===== src/rtl/round_multi.sv =====
// Whack-a-mole round controller: spawns up to NSLOT concurrent moles from an LFSR,
// times each mole's lifetime independently and scores hits, wrong strikes and misses.
module round_multi #(
  parameter int          NHOLE = 16,
  parameter int          NSLOT = 2,
  parameter int          CNT_W = 27,
  parameter int          NUM_W = 4,
  parameter logic [15:0] SEED  = 16'hACE1,
  localparam int         HW    = $clog2(NHOLE)
) (
  input  logic             clk,
  input  logic             rst_n,
  input  logic             round_start,
  input  logic [CNT_W-1:0] interval,
  input  logic [CNT_W-1:0] duration,
  input  logic [NUM_W-1:0] molenum,
  input  logic             hit,
  input  logic [HW-1:0]    hit_index,
  output logic [NHOLE-1:0] mole_mask,
  output logic             round_over,
  output logic             round_done,
  output logic             hit_success,
  output logic             hit_wrong,
  output logic [NUM_W-1:0] hit_count,
  output logic [NUM_W-1:0] miss_count
);

  localparam int          SW   = (NSLOT > 1) ? $clog2(NSLOT) : 1;
  localparam int unsigned MAXV = (32'd1 << NUM_W) - 32'd1;

  typedef enum logic {IDLE, RUN} state_t;

  state_t           state;
  logic [CNT_W-1:0] int_r, dur_r, timer;
  logic [NUM_W-1:0] num_r, spawned;
  logic [15:0]      lfsr, lfsr_next;
  logic             hit_q, strike, valid_hit, have_free, do_spawn, all_done;
  logic [NSLOT-1:0] act, hit_slot, expire;
  logic [HW-1:0]    idx [NSLOT];
  logic [CNT_W-1:0] life [NSLOT];
  logic [CNT_W-1:0] life0;
  logic [SW-1:0]    free_slot;
  logic [HW-1:0]    cand;
  int unsigned      n_exp;
  logic [31:0]      miss_sum;
  logic [NUM_W-1:0] miss_next;

  assign strike     = hit & ~hit_q;
  assign cand       = HW'(32'(lfsr[HW-1:0]) % 32'(NHOLE));
  assign lfsr_next  = {1'b0, lfsr[15:1]} ^ (lfsr[0] ? 16'hB400 : 16'h0000);
  assign life0      = (dur_r == '0) ? CNT_W'(1) : dur_r;
  assign round_over = (state == IDLE);

  // Occupancy, hit matching and free-slot search all use pre-edge slot state.
  always_comb begin
    mole_mask = '0;
    hit_slot  = '0;
    expire    = '0;
    have_free = 1'b0;
    free_slot = '0;
    n_exp     = 0;
    for (int unsigned s = 0; s < NSLOT; s++) begin
      if (act[s]) begin
        mole_mask[idx[s]] = 1'b1;
        if (strike && (state == RUN) && (idx[s] == hit_index))
          hit_slot[s] = 1'b1;
      end
    end
    for (int unsigned s = 0; s < NSLOT; s++) begin
      expire[s] = act[s] && (life[s] == CNT_W'(1)) && !hit_slot[s];
      if (expire[s]) n_exp = n_exp + 1;
    end
    for (int unsigned s = NSLOT; s > 0; s--) begin
      if (!act[s-1]) begin
        have_free = 1'b1;
        free_slot = SW'(s - 1);
      end
    end
  end

  assign valid_hit = |hit_slot;
  assign do_spawn  = (state == RUN) && (timer == int_r) && (spawned < num_r) && have_free &&
                     !mole_mask[cand] && !(strike && (hit_index == cand));
  assign all_done  = (state == RUN) && (spawned == num_r) && (act == '0);
  assign miss_sum  = 32'(miss_count) + n_exp;
  assign miss_next = (miss_sum > MAXV) ? NUM_W'(MAXV) : NUM_W'(miss_sum);

  always_ff @(posedge clk or negedge rst_n) begin
    if (!rst_n) begin
      state       <= IDLE;
      int_r       <= '0;
      dur_r       <= '0;
      num_r       <= '0;
      timer       <= '0;
      spawned     <= '0;
      lfsr        <= SEED;
      hit_q       <= 1'b0;
      act         <= '0;
      for (int unsigned s = 0; s < NSLOT; s++) begin
        idx[s]  <= '0;
        life[s] <= '0;
      end
      round_done  <= 1'b0;
      hit_success <= 1'b0;
      hit_wrong   <= 1'b0;
      hit_count   <= '0;
      miss_count  <= '0;
    end else begin
      lfsr        <= lfsr_next;
      hit_q       <= hit;
      hit_success <= valid_hit;
      hit_wrong   <= strike && !valid_hit;
      round_done  <= 1'b0;
      case (state)
        IDLE: begin
          if (round_start) begin
            int_r      <= interval;
            dur_r      <= duration;
            num_r      <= molenum;
            timer      <= '0;
            spawned    <= '0;
            hit_count  <= '0;
            miss_count <= '0;
            state      <= RUN;
          end
        end
        RUN: begin
          for (int unsigned s = 0; s < NSLOT; s++) begin
            if (act[s]) begin
              if (hit_slot[s] || (life[s] == CNT_W'(1))) act[s] <= 1'b0;
              else life[s] <= life[s] - 1'b1;
            end
          end
          if (do_spawn) begin
            act[free_slot]  <= 1'b1;
            idx[free_slot]  <= cand;
            life[free_slot] <= life0;
            spawned         <= spawned + 1'b1;
            timer           <= '0;
          end else if (timer != int_r) begin
            timer <= timer + 1'b1;
          end
          if (valid_hit && !(&hit_count)) hit_count <= hit_count + 1'b1;
          miss_count <= miss_next;
          if (all_done) begin
            state      <= IDLE;
            round_done <= 1'b1;
          end
        end
        default: state <= IDLE;
      endcase
    end
  end

endmodule


===== config.mk =====
export PLATFORM = sky130hd
export DESIGN_NAME = round_multi
export DESIGN_NICKNAME = d
export VERILOG_FILES = /design/src/rtl/round_multi.sv
export SDC_FILE = /design/constraint.sdc
export NUM_CORES = 1
export LEC_CHECK = 0
export ABC_AREA = 1
export BUFFER_PORTS_ARGS = -buffer_cell sky130_fd_sc_hd__buf_2
export CAP_MARGIN = 20
export CORE_ASPECT_RATIO = 0.8
export CORE_MARGIN = 4
export CORE_UTILIZATION = 45
export DETAILED_ROUTE_END_ITERATION = 8
export PLACE_DENSITY = 0.61
export SLEW_MARGIN = 10
export SYNTH_ARGS = -nofsm -noshare
export SYNTH_HDL_FRONTEND = slang
export SYNTH_SLANG_ARGS = --single-unit

===== constraint.sdc =====
create_clock -name clk -period 2.68 [get_ports clk]
set_input_delay 0.268 -clock clk [delete_from_list [all_inputs] [get_ports clk]]
set_output_delay 0.268 -clock clk [all_outputs]
set_load 0.02 [all_outputs]

## Word-level counts from Yosys, hierarchy flattened

Cells that the tools add are included.
Widths: inputs -> output; s select.

- Logic and storage cells: 150
- Output and inout bits: 28
- Register bits after elaboration: 182
- Input port bits: 66

- Order comparisons: 11
- Add/sub/neg operators: 7
- Bitwise gates (word level): 7
- Equal/unequal tests: 12
- Reductions and logical operators: 38
- Mux-type cells: 57

Operators by type and width:

| operator | count |
|---|---|
| $mux 27 | 11 |
| $bwmux 54 | 1 |
| $eq 27x1->1 const B | 2 |
| $mux 54 | 1 |
| $pmux 27 s2 | 1 |
| $sub 27x1->27 const B | 2 |
| $mux 16 | 3 |
| $add 32x1->32 const B | 1 |
| $add 4x32->32 | 1 |
| $gt 32x4->1 const B | 1 |
| $mux 32 | 1 |
| $add 27x1->27 const B | 1 |
| $demux 27 s1 | 1 |
| $eq 27x27->1 | 1 |
| $logic_not 27->1 | 1 |
| $ne 27x27->1 | 1 |
| $pmux 4 s2 | 3 |
| $mux 1 | 22 |
| $logic_and 1x1->1 | 21 |
| $mux 4 | 5 |
| $eq 4x4->1 | 4 |
| $or 16x16->16 | 1 |
| $xor 15x16->16 | 1 |
| $lt 4x5->1 const B | 3 |
| 27 further kinds | 42 |

## Longest topological paths before layout

Gate-level depths: netlist of the first run.

- Depth after elaboration: 15
- Depth in mapped cells: 17
- Mapped depth without buffers: 16

## Least setup slack after synthesis of the first run

OpenSTA, ideal clock, no wires.

- Path kind: reg2reg
- Start: register life[34] (netlist bit)
- End: register miss_count[0]
- Setup time: 118 ps
- Clock period less this slack: 2283 ps
- Arrival time: 2165 ps
- Data required time: 2562 ps
- Cell stages (with the launch flop): 12
- Path buffers: 0
- Setup slack: 397 ps
- Cells stage by stage: dfrtp_1 > nor2_1 > nand2_1 > nor3_1 > nand2_1 > nor2_1 > ha_1 > ha_1 > fa_1 > nand3_1 > a21oi_1 > a21o_1

- Cells in the longest elaborated chain, start to end: 10

RTL lines:

| item | RTL line | source |
|---|---|---|
| start, declared | 40 | `logic [CNT_W-1:0] life [NSLOT];` |
| start signal, assigned by index | 131 | `else life[s] <= life[s] - 1'b1;` |
| start signal, assigned by index | 137 | `life[free_slot] <= life0;` |
| $eq 27x1->1 (*) | 70 | `expire[s] = act[s] && (life[s] == CNT_W'(1)) && !hit_slot[s];` |
| $logic_and 1x1->1 (*) (2 in a row) | 70 |  |
| $mux 1 (*) | 71 | `if (expire[s]) n_exp = n_exp + 1;` |
| $add 32x1->32 | 71 |  |
| $mux 32 (*) | 71 |  |
| $add 4x32->32 (*) | 85 | `assign miss_sum = 32'(miss_count) + n_exp;` |
| $gt 32x4->1 | 86 | `assign miss_next = (miss_sum > MAXV) ? NUM_W'(MAXV) : NUM_W'(miss_sum);` |
| $mux 4 (*) | 86 |  |
| $pmux 4 s2 (*) | 114 | `case (state)` |
| end signal, assigned | 144 | `miss_count <= miss_next;` |
| end, declared | 25 | `output logic [NUM_W-1:0] miss_count` |

Mark *: on every way between the ends. The rest lies on a longest branch, timed or not.
A chain may end at the register's enable or synchronous reset.

## Worst setup path after layout of the first run

- Start: register life[40] (netlist bit)
- End: register miss_count[1]

Same word-level chain as after synthesis.

==> results of run 1 <==
## cells by family (layout without fill, tap and decap cells)
| family | count (synthesis) | count (layout) | share of synthesized area (%) |
|---|---|---|---|
| simple gates | 1051 | 1052 | 38.6 |
| buf+inv | 243 | 369 | 8.67 |
| flops | 182 | 182 | 39.4 |
| compound gates | 116 | 116 | 5.37 |
| xor+xnor | 80 | 80 | 6.04 |
| fa+ha+maj | 15 | 15 | 1.68 |
| mux | 3 | 3 | 0.259 |
## repair_timing
item / 4_1_cts / 5_1_grt
gates resized for setup: 1 / 22
setup buffers: 0 / 3
gates cloned: 0 / 1
hold endpoints to repair: 84 / 0
pin swaps: 0 / 4
hold buffers: 4 / 0
endpoints found under the setup margin: 2 / 47
## final cells by class
type	instances	area, sq um	share of cell area (%)
clock buffer	20	437	3.27
clock inverter	12	168	1.25
inverter	181	683	5.11
multi-input combinational	1266	6100	45.6
sequential	182	4560	34.2
tap	324	405	3.03
timing repair buffer	156	1010	7.56
## cell usage in the layout, fill, tap and decap left out, types with 8 or more instances in the layout
master and instances:
a21oi_1 15, buf_2 92, buf_4 54, clkbuf_16 17
dfrtp_1 174, dfstp_2 8, ha_1 14, inv_1 160
inv_2 19, nand2_1 620, nand3_1 156, nand4_1 58
nor2_1 143, nor2_2 13, nor3_1 21, nor4_1 11
o21ai_0 73, o21ai_1 8, xnor2_1 23, xor2_1 57
## cells in the mapped netlist (2+ instances only)
master | instances | area share, %
nand2_2 | 2 | 0.11
nand2_1 | 623 | 20
clkbuf_1 | 25 | 0.81
nand4_1 | 58 | 3.1
inv_1 | 167 | 5.4
xnor2_1 | 23 | 1.7
o22ai_1 | 5 | 0.27
nand3_2 | 3 | 0.26
buf_1 | 5 | 0.16
o21ai_1 | 8 | 0.35
o21ai_0 | 73 | 3.2
a21o_1 | 2 | 0.13
buf_4 | 4 | 0.26
mux2i_1 | 3 | 0.26
a21oi_1 | 15 | 0.65
buf_2 | 21 | 0.91
nand3_1 | 156 | 6.7
xor2_1 | 57 | 4.3
or2_2 | 2 | 0.11
dfrtp_1 | 174 | 38
o211ai_1 | 5 | 0.32
nor3_1 | 22 | 0.95
a31oi_1 | 2 | 0.11
inv_2 | 13 | 0.42
nor4_1 | 11 | 0.59
ha_1 | 14 | 1.5
o21bai_1 | 4 | 0.26
nor2_2 | 6 | 0.32
nor3_2 | 2 | 0.17
and2_1 | 3 | 0.16
nor3b_1 | 3 | 0.19
buf_6 | 7 | 0.68
nor2_1 | 152 | 4.9
dfstp_2 | 8 | 1.8
## registers in the layout, summed over array words and instances, names as in the netlist
signal       flops
hit_success      1
life            54
hit_q            1
spawned          4
state            1
act              2
hit_count        4
dur_r           27
hit_wrong        1
timer           27
idx              8
lfsr            16
int_r           27
miss_count       4
round_done       1
num_r            4
## power groups by stage
stage / clock network, uW / registers (uW) / logic (uW)
6_report: 2670 / 4680 / 4510
5_1_grt: 2820 / 4810 / 5190
4_1_cts: 2710 / 4630 / 4440
3_5_place_dp: 0 / 4650 / 4420
3_3_place_gp: 0 / 4650 / 4320
2_1_floorplan: 0 / 4400 / 3150
## critical path: stages (launching register included)
cell and delay [ns]:
dfrtp_1 0.40, nor2_2 0.16, inv_1 0.09, nor2_1 0.10, nand2_1 0.08, nor2_2 0.15
nand2_2 0.10, nor2_2 0.15, ha_1 0.25, ha_1 0.21, fa_2 0.53, inv_1 0.04
a21oi_1 0.14, a21o_1 0.11
## through the flow
stage	setup TNS, ns	instance area, sq um	util [%]
4_1_cts	0	13300	52.4
3_5_place_dp	-0.0209	12600	49.9
6_report	0	13400	52.8
3_3_place_gp	-0.0149	12600	49.9
2_1_floorplan	0	11600	-
5_1_grt	-0.0280	13400	52.8
## worst max-delay path by stage
stage | endpoint | slack (ns) | cells after the start
final | miss_count[1]$_DFFE_PN0P_ | 0.10 | 13
after global routing | miss_count[1]$_DFFE_PN0P_ | -0.02 | 11
after CTS | miss_count[1]$_DFFE_PN0P_ | 0.02 | 13
after detailed placement | miss_count[1]$_DFFE_PN0P_ | -0.01 | 13
after global placement | miss_count[0]$_DFFE_PN0P_ | -0.008 | 13
after floorplan | miss_count[0]$_DFFE_PN0P_ | 0.40 | 11
## metal layers
metal,part of all wire [%],vias up
met1,52,5183
li1,-,5595
met3,8.2,40
met2,39,436
met5,0,-
met4,1.7,0
==> metrics.md, run 1 <==
| Metric | Value |
|---|---|
| Reg2Reg Depth | `13` |
| Met1 usage | `~41%` |
| # setup viols final | `0` |
| Worst slew pin tran | `just over 0.8 ns` |
| Distinct cells, synth | `46` |
| Met3 Resource Use GR | `5.22%` |
| Row count | `52` |
| CP endpoint kind | `flop` |
| Fin. Hold Viols | `0` |
| Post-Route WL | `about 36 mm` |
| Share of post-route cells with drive strength above 1 | `13.5%` |
| Crit share post-route | `96.2%` |
| Setup Skew | `0.0176 ns` |
| Routed length per instance | `16.7 um` |
| Tightest Hold Check Type | `in2reg` |
| Post-route ant nets | `0` |
| HP Start | `interval[3]` |
| Cell area power density | `887 nW/um^2` |
| Top Usage Layer GRT | `met1` |
| Clock sink count | `around 180` |
| HPWL after detailed placement | `between 20 and 30 mm` |
| Nets | `1885` |
| CP Class | `reg2reg` |
| Crit Reg-Reg Endpoint | `miss_count[1]$_DFFE_PN0P_` |
| Final Non-Filler Cells | `2141` |
| Ant. Diodes | `0` |
| TritonCTS clock tree | `yes` |
| FF-to-FF setup slack | `0.10 ns` |
| Dpl cells | `between 2000 and 2500` |
| Root buffer cell | `clkbuf_16` |
| Layout area overhead | `15.2%` |
| Switching part of the total | `42.0%` |
| Synthesized instance count | `1690` |
| CP required | `3.07 ns` |
| Clock share of power | `22.5%` |
| Worst Hold Path EP | `int_r[3]$_DFFE_PN0P_` |
| Starting density of the core | `~46%` |
| Vias per inst | `about 5.3` |
| Reg2reg start | `life[40]$_DFFE_PN0P_` |
| Max rail drop VDD | `approximately 0.48 mV` |
| Hold WS | `0.0163 ns` |
| DRT iter0 DRCs | `approximately 1100` |
| Grt ovf | `0` |
| Port Buffers | `93` |
| Tmin final | `2.58 ns` |
| Flops & latches, synth | `approximately 180` |
| Die H | `152 um` |
| Crit path max fanout | `3` |
| Top FF cell, synth | `dfrtp_1` |
| FILL cells | `2488` |
| H-tree depth | `4` |
| Largest net degree at the start of global routing | `85` |
| Clk buf depth | `2` |
| Netlist Area Pre-Place | `approximately 12000 sq um` |
| Hold path depth | `3` |
| Sequential area share after synthesis | `39.4%` |
| Die Wd | `187 um` |
| First-pass GRT wire length | `about 57 mm` |
| Placer Congestion | `1.00` |
| Flop pwr share | `roughly 40%` |
| Final WS setup | `between 0.1 and 0.15 ns` |
| Die Area | `28400 sq um` |
| Post-synthesis async set-or-reset flop share | `100%` |
| Post-place setup slack | `-0.0150 ns` |
| Gr usage total | `between 20% and 30%` |
| Arr. time, crit path | `2.97 ns` |
| Grt met2 use | `33.6%` |
| Synthesized area per cell | `6.86 sq um` |
| Core area | `25300 sq um` |
| Slew HR | `44.8%` |
| Initial antenna violation count | `0` |
| Syn_nets | `1771` |
| I/O Pins | `94` |
| Pleak | `around 0.0069 uW` |
| Status | `complete, no violations` |
| Power Total | `about 12000 uW` |
| Yosys warnings | `0` |
| Total CTS buffers | `17` |
| Max-Cap Viols | `0` |
| Critical path origin | `life[40]$_DFFE_PN0P_` |
| DRC viols | `0` |
| Clock transition at path regs | `~0.070 ns` |
| Crit start category | `flop` |
| Vias in the first global route | `10500` |
| Vias | `11300` |
| Internal power | `6870 uW` |
| Worst-Skew Late Latency | `0.45 ns` |
| Combinational power share | `between 30% and 40%` |
| Slew Viols, Final | `0` |
| Fmax | `about 390 MHz` |
| P_sw | `4980 uW` |
| Router iterations before antenna repair | `5` |
| Post-synth EDFFs | `0` |
Power figures use the tool's default switching activity.
==> inputs of run 2 (changes only) <==
==> constraint.sdc (replaced) <==
create_clock -name clk -period 3 [get_ports clk]
set_input_delay 0.3 -clock clk [delete_from_list [all_inputs] [get_ports clk]]
set_output_delay 0.3 -clock clk [all_outputs]
set_load 0.02 [all_outputs]
==> metrics.md, run 2 (synthesized netlist as in run 1, its figures left out) <==
| Metric | Value |
|---|---|
| Status | `complete, no violations` |
| Die Area | `approximately 28000 sq um` |
| Worst-Skew Late Latency | `0.44 ns` |
| Crit share post-route | `91.2%` |
| Delay-heaviest family, CP | `simple AND/OR/NAND/NOR gates` |
| Clock sink count | `182` |
| Post-Route WL | `34.8 mm` |
| Layout area overhead | `12.4%` |
| Commonest non-fill, non-tap cell in the layout | `nand2_1` |
| Crit path max fanout | `4` |
| Final Non-Filler Cells | `2104` |
| Gr usage total | `24.8%` |
| Crit start category | `flop` |
| DRC viols | `0` |
| Critical path origin | `life[39]$_DFFE_PN0P_` |
| Core area | `~25000 sq um` |
| Worst slew pin tran | `0.683 ns` |
| Die Wd | `187 um` |
| DRT iter0 DRCs | `~1000` |
| I/O Pins | `between 90 and 100` |
| Clock transition at path regs | `around 0.080 ns` |
| Die H | `between 150 and 200 um` |
| Routed length per instance | `16.5 um` |
| Nets | `1848` |
| TritonCTS clock tree | `yes` |
| Max rail drop VDD | `0.496 mV` |
| CP Class | `reg2reg` |
| Biggest register | `life` |
| Dpl cells | `2070` |
| Vias in the first global route | `10200` |
| Area of the multi-input gates | `6030 sq um` |
| Root buffer cell | `clkbuf_16` |
| Slew HR | `approximately 54%` |
| Util after Layout | `about half` |
| HPWL after detailed placement | `25.8 mm` |
| # setup viols final | `0` |
| Max-Cap Viols | `0` |
| Cells along the critical path | `nor2_1 -> inv_1 -> nor2_1 -> nand2_1 -> nor2_1 -> nand2_1 -> nor2_1 -> ha_1 -> ha_1 -> fa_1 -> nand3_1 -> a21oi_1 -> a21o_1` |
| Starting density of the core | `45.8%` |
| Setup TNS Final | `0 ns` |
| Reg2reg start | `life[39]$_DFFE_PN0P_` |
| Fmax | `366 MHz` |
| Most frequent cells in the layout | `nand2_1, dfrtp_1, inv_1, nand3_1, nor2_1` |
| FILL cells | `2561` |
| Clk buf depth | `2` |
| Worst path most repeated cell | `nor2_1` |
| Final WS setup | `0.265 ns` |
| Crit Reg-Reg Endpoint | `miss_count[1]$_DFFE_PN0P_` |
| Total CTS buffers | `17` |
| Reg2Reg Depth | `13` |
| Power Total | `10400 uW` |
| FF-to-FF setup slack | `roughly 0.27 ns` |
| CP required | `3.33 ns` |
| RSZ-0062 raised after global routing | `false` |
| H-tree depth | `4` |
| Vias | `11000` |
| Pleak | `0.00673 uW` |
| Router iterations before antenna repair | `5` |
| Setup Skew | `0.0161 ns` |
| Slew Viols, Final | `0` |
| Register area | `4560 sq um` |
| Tightest Hold Check Type | `in2reg` |
| CP endpoint kind | `flop` |
| Post-route ant nets | `0` |
| Critical Path Stages | `13` |
| Grt ovf | `0` |
| Largest net degree at the start of global routing | `72` |
| Arr. time, crit path | `3.06 ns` |
| Ant. Diodes | `0` |
| Cell area power density | `797 nW/um^2` |
| Placer Congestion | `0.954` |
| Max reg flops | `between 50 and 60` |
| Critical-path top delay cell | `dfrtp_1` |
| First-pass GRT wire length | `between 50 and 60 mm` |
| Slowest stage delay, CP | `0.42 ns` |
| Port Buffers | `93` |
| Worst setup endpoint | `miss_count[1]$_DFFE_PN0P_` |
| Initial antenna violation count | `0` |
| Vias per inst | `5.24` |
| Tmin final | `around 2.7 ns` |
| Fin. Hold Viols | `0` |
| Share of post-route cells with drive strength above 1 | `11.0%` |
| Post-place setup slack | `approximately 0.31 ns` |
| Row count | `between 50 and 60` |
| WP buf/inv | `1` |
[run 2: layout make-up]
| type | instances | share of cell area (%) |
|---|---|---|
| clock buffer | 17 | 3.26 |
| clock inverter | 15 | 1.62 |
| inverter | 181 | 5.21 |
| multi-input combinational | 1265 | 46.3 |
| sequential | 182 | 35.0 |
| tap | 324 | 3.11 |
| timing repair buffer | 120 | 5.52 |
[run 2: worst min-delay path by stage]
stage / start / endpoint / slack [ns] / cells past startpoint
finish: interval[25] / int_r[25]$_DFFE_PN0P_ / 0.04 / 3
global route: interval[18] / int_r[18]$_DFFE_PN0P_ / 0.03 / 3
CTS: interval[25] / int_r[25]$_DFFE_PN0P_ / 0.03 / 3
detailed placement: lfsr[9]$_DFF_PN0_ / lfsr[8]$_DFF_PN0_ / 0.34 / 0
global placement: lfsr[4]$_DFF_PN0_ / lfsr[3]$_DFF_PN0_ / 0.33 / 0
floorplan: rst_n / act[0]$_DFFE_PN0P_ / 0.004 / 0
[run 2: power by group]
part           total [uW]  switching, uW  internal (uW)
combinational        3720           2380           1340
sequential           4200            916           3290
clock                2460           1110           1350
total               10400           4400           5980
[run 2: repair_timing]
action,CTS,global route
hold buffers,2,0
hold endpoints to repair,69,0
setup endpoints to repair,0,2
buffers inserted,0,0
resized for setup,0,1
[run 2: layer usage]
metal,share of wire (%),track usage [%]
met2,39,34.5
met1,53,40.3
met5,0,0
met3,7.1,4.10
met4,0.75,4.51
[run 2: metrics by stage]
stage          cell area [sq um]  hold slack [ns]
3_3_place_gp               12400            0.335
6_report                   13000           0.0450
4_1_cts                    13000           0.0313
5_1_grt                    13000           0.0312
3_5_place_dp               12400            0.337
2_1_floorplan              11600          0.00441
[run 2: worst min-delay path, delay by kind of cell]
family,cells,cell delay [ns]
buf+inv,1,0.07
simple gates,2,0.08
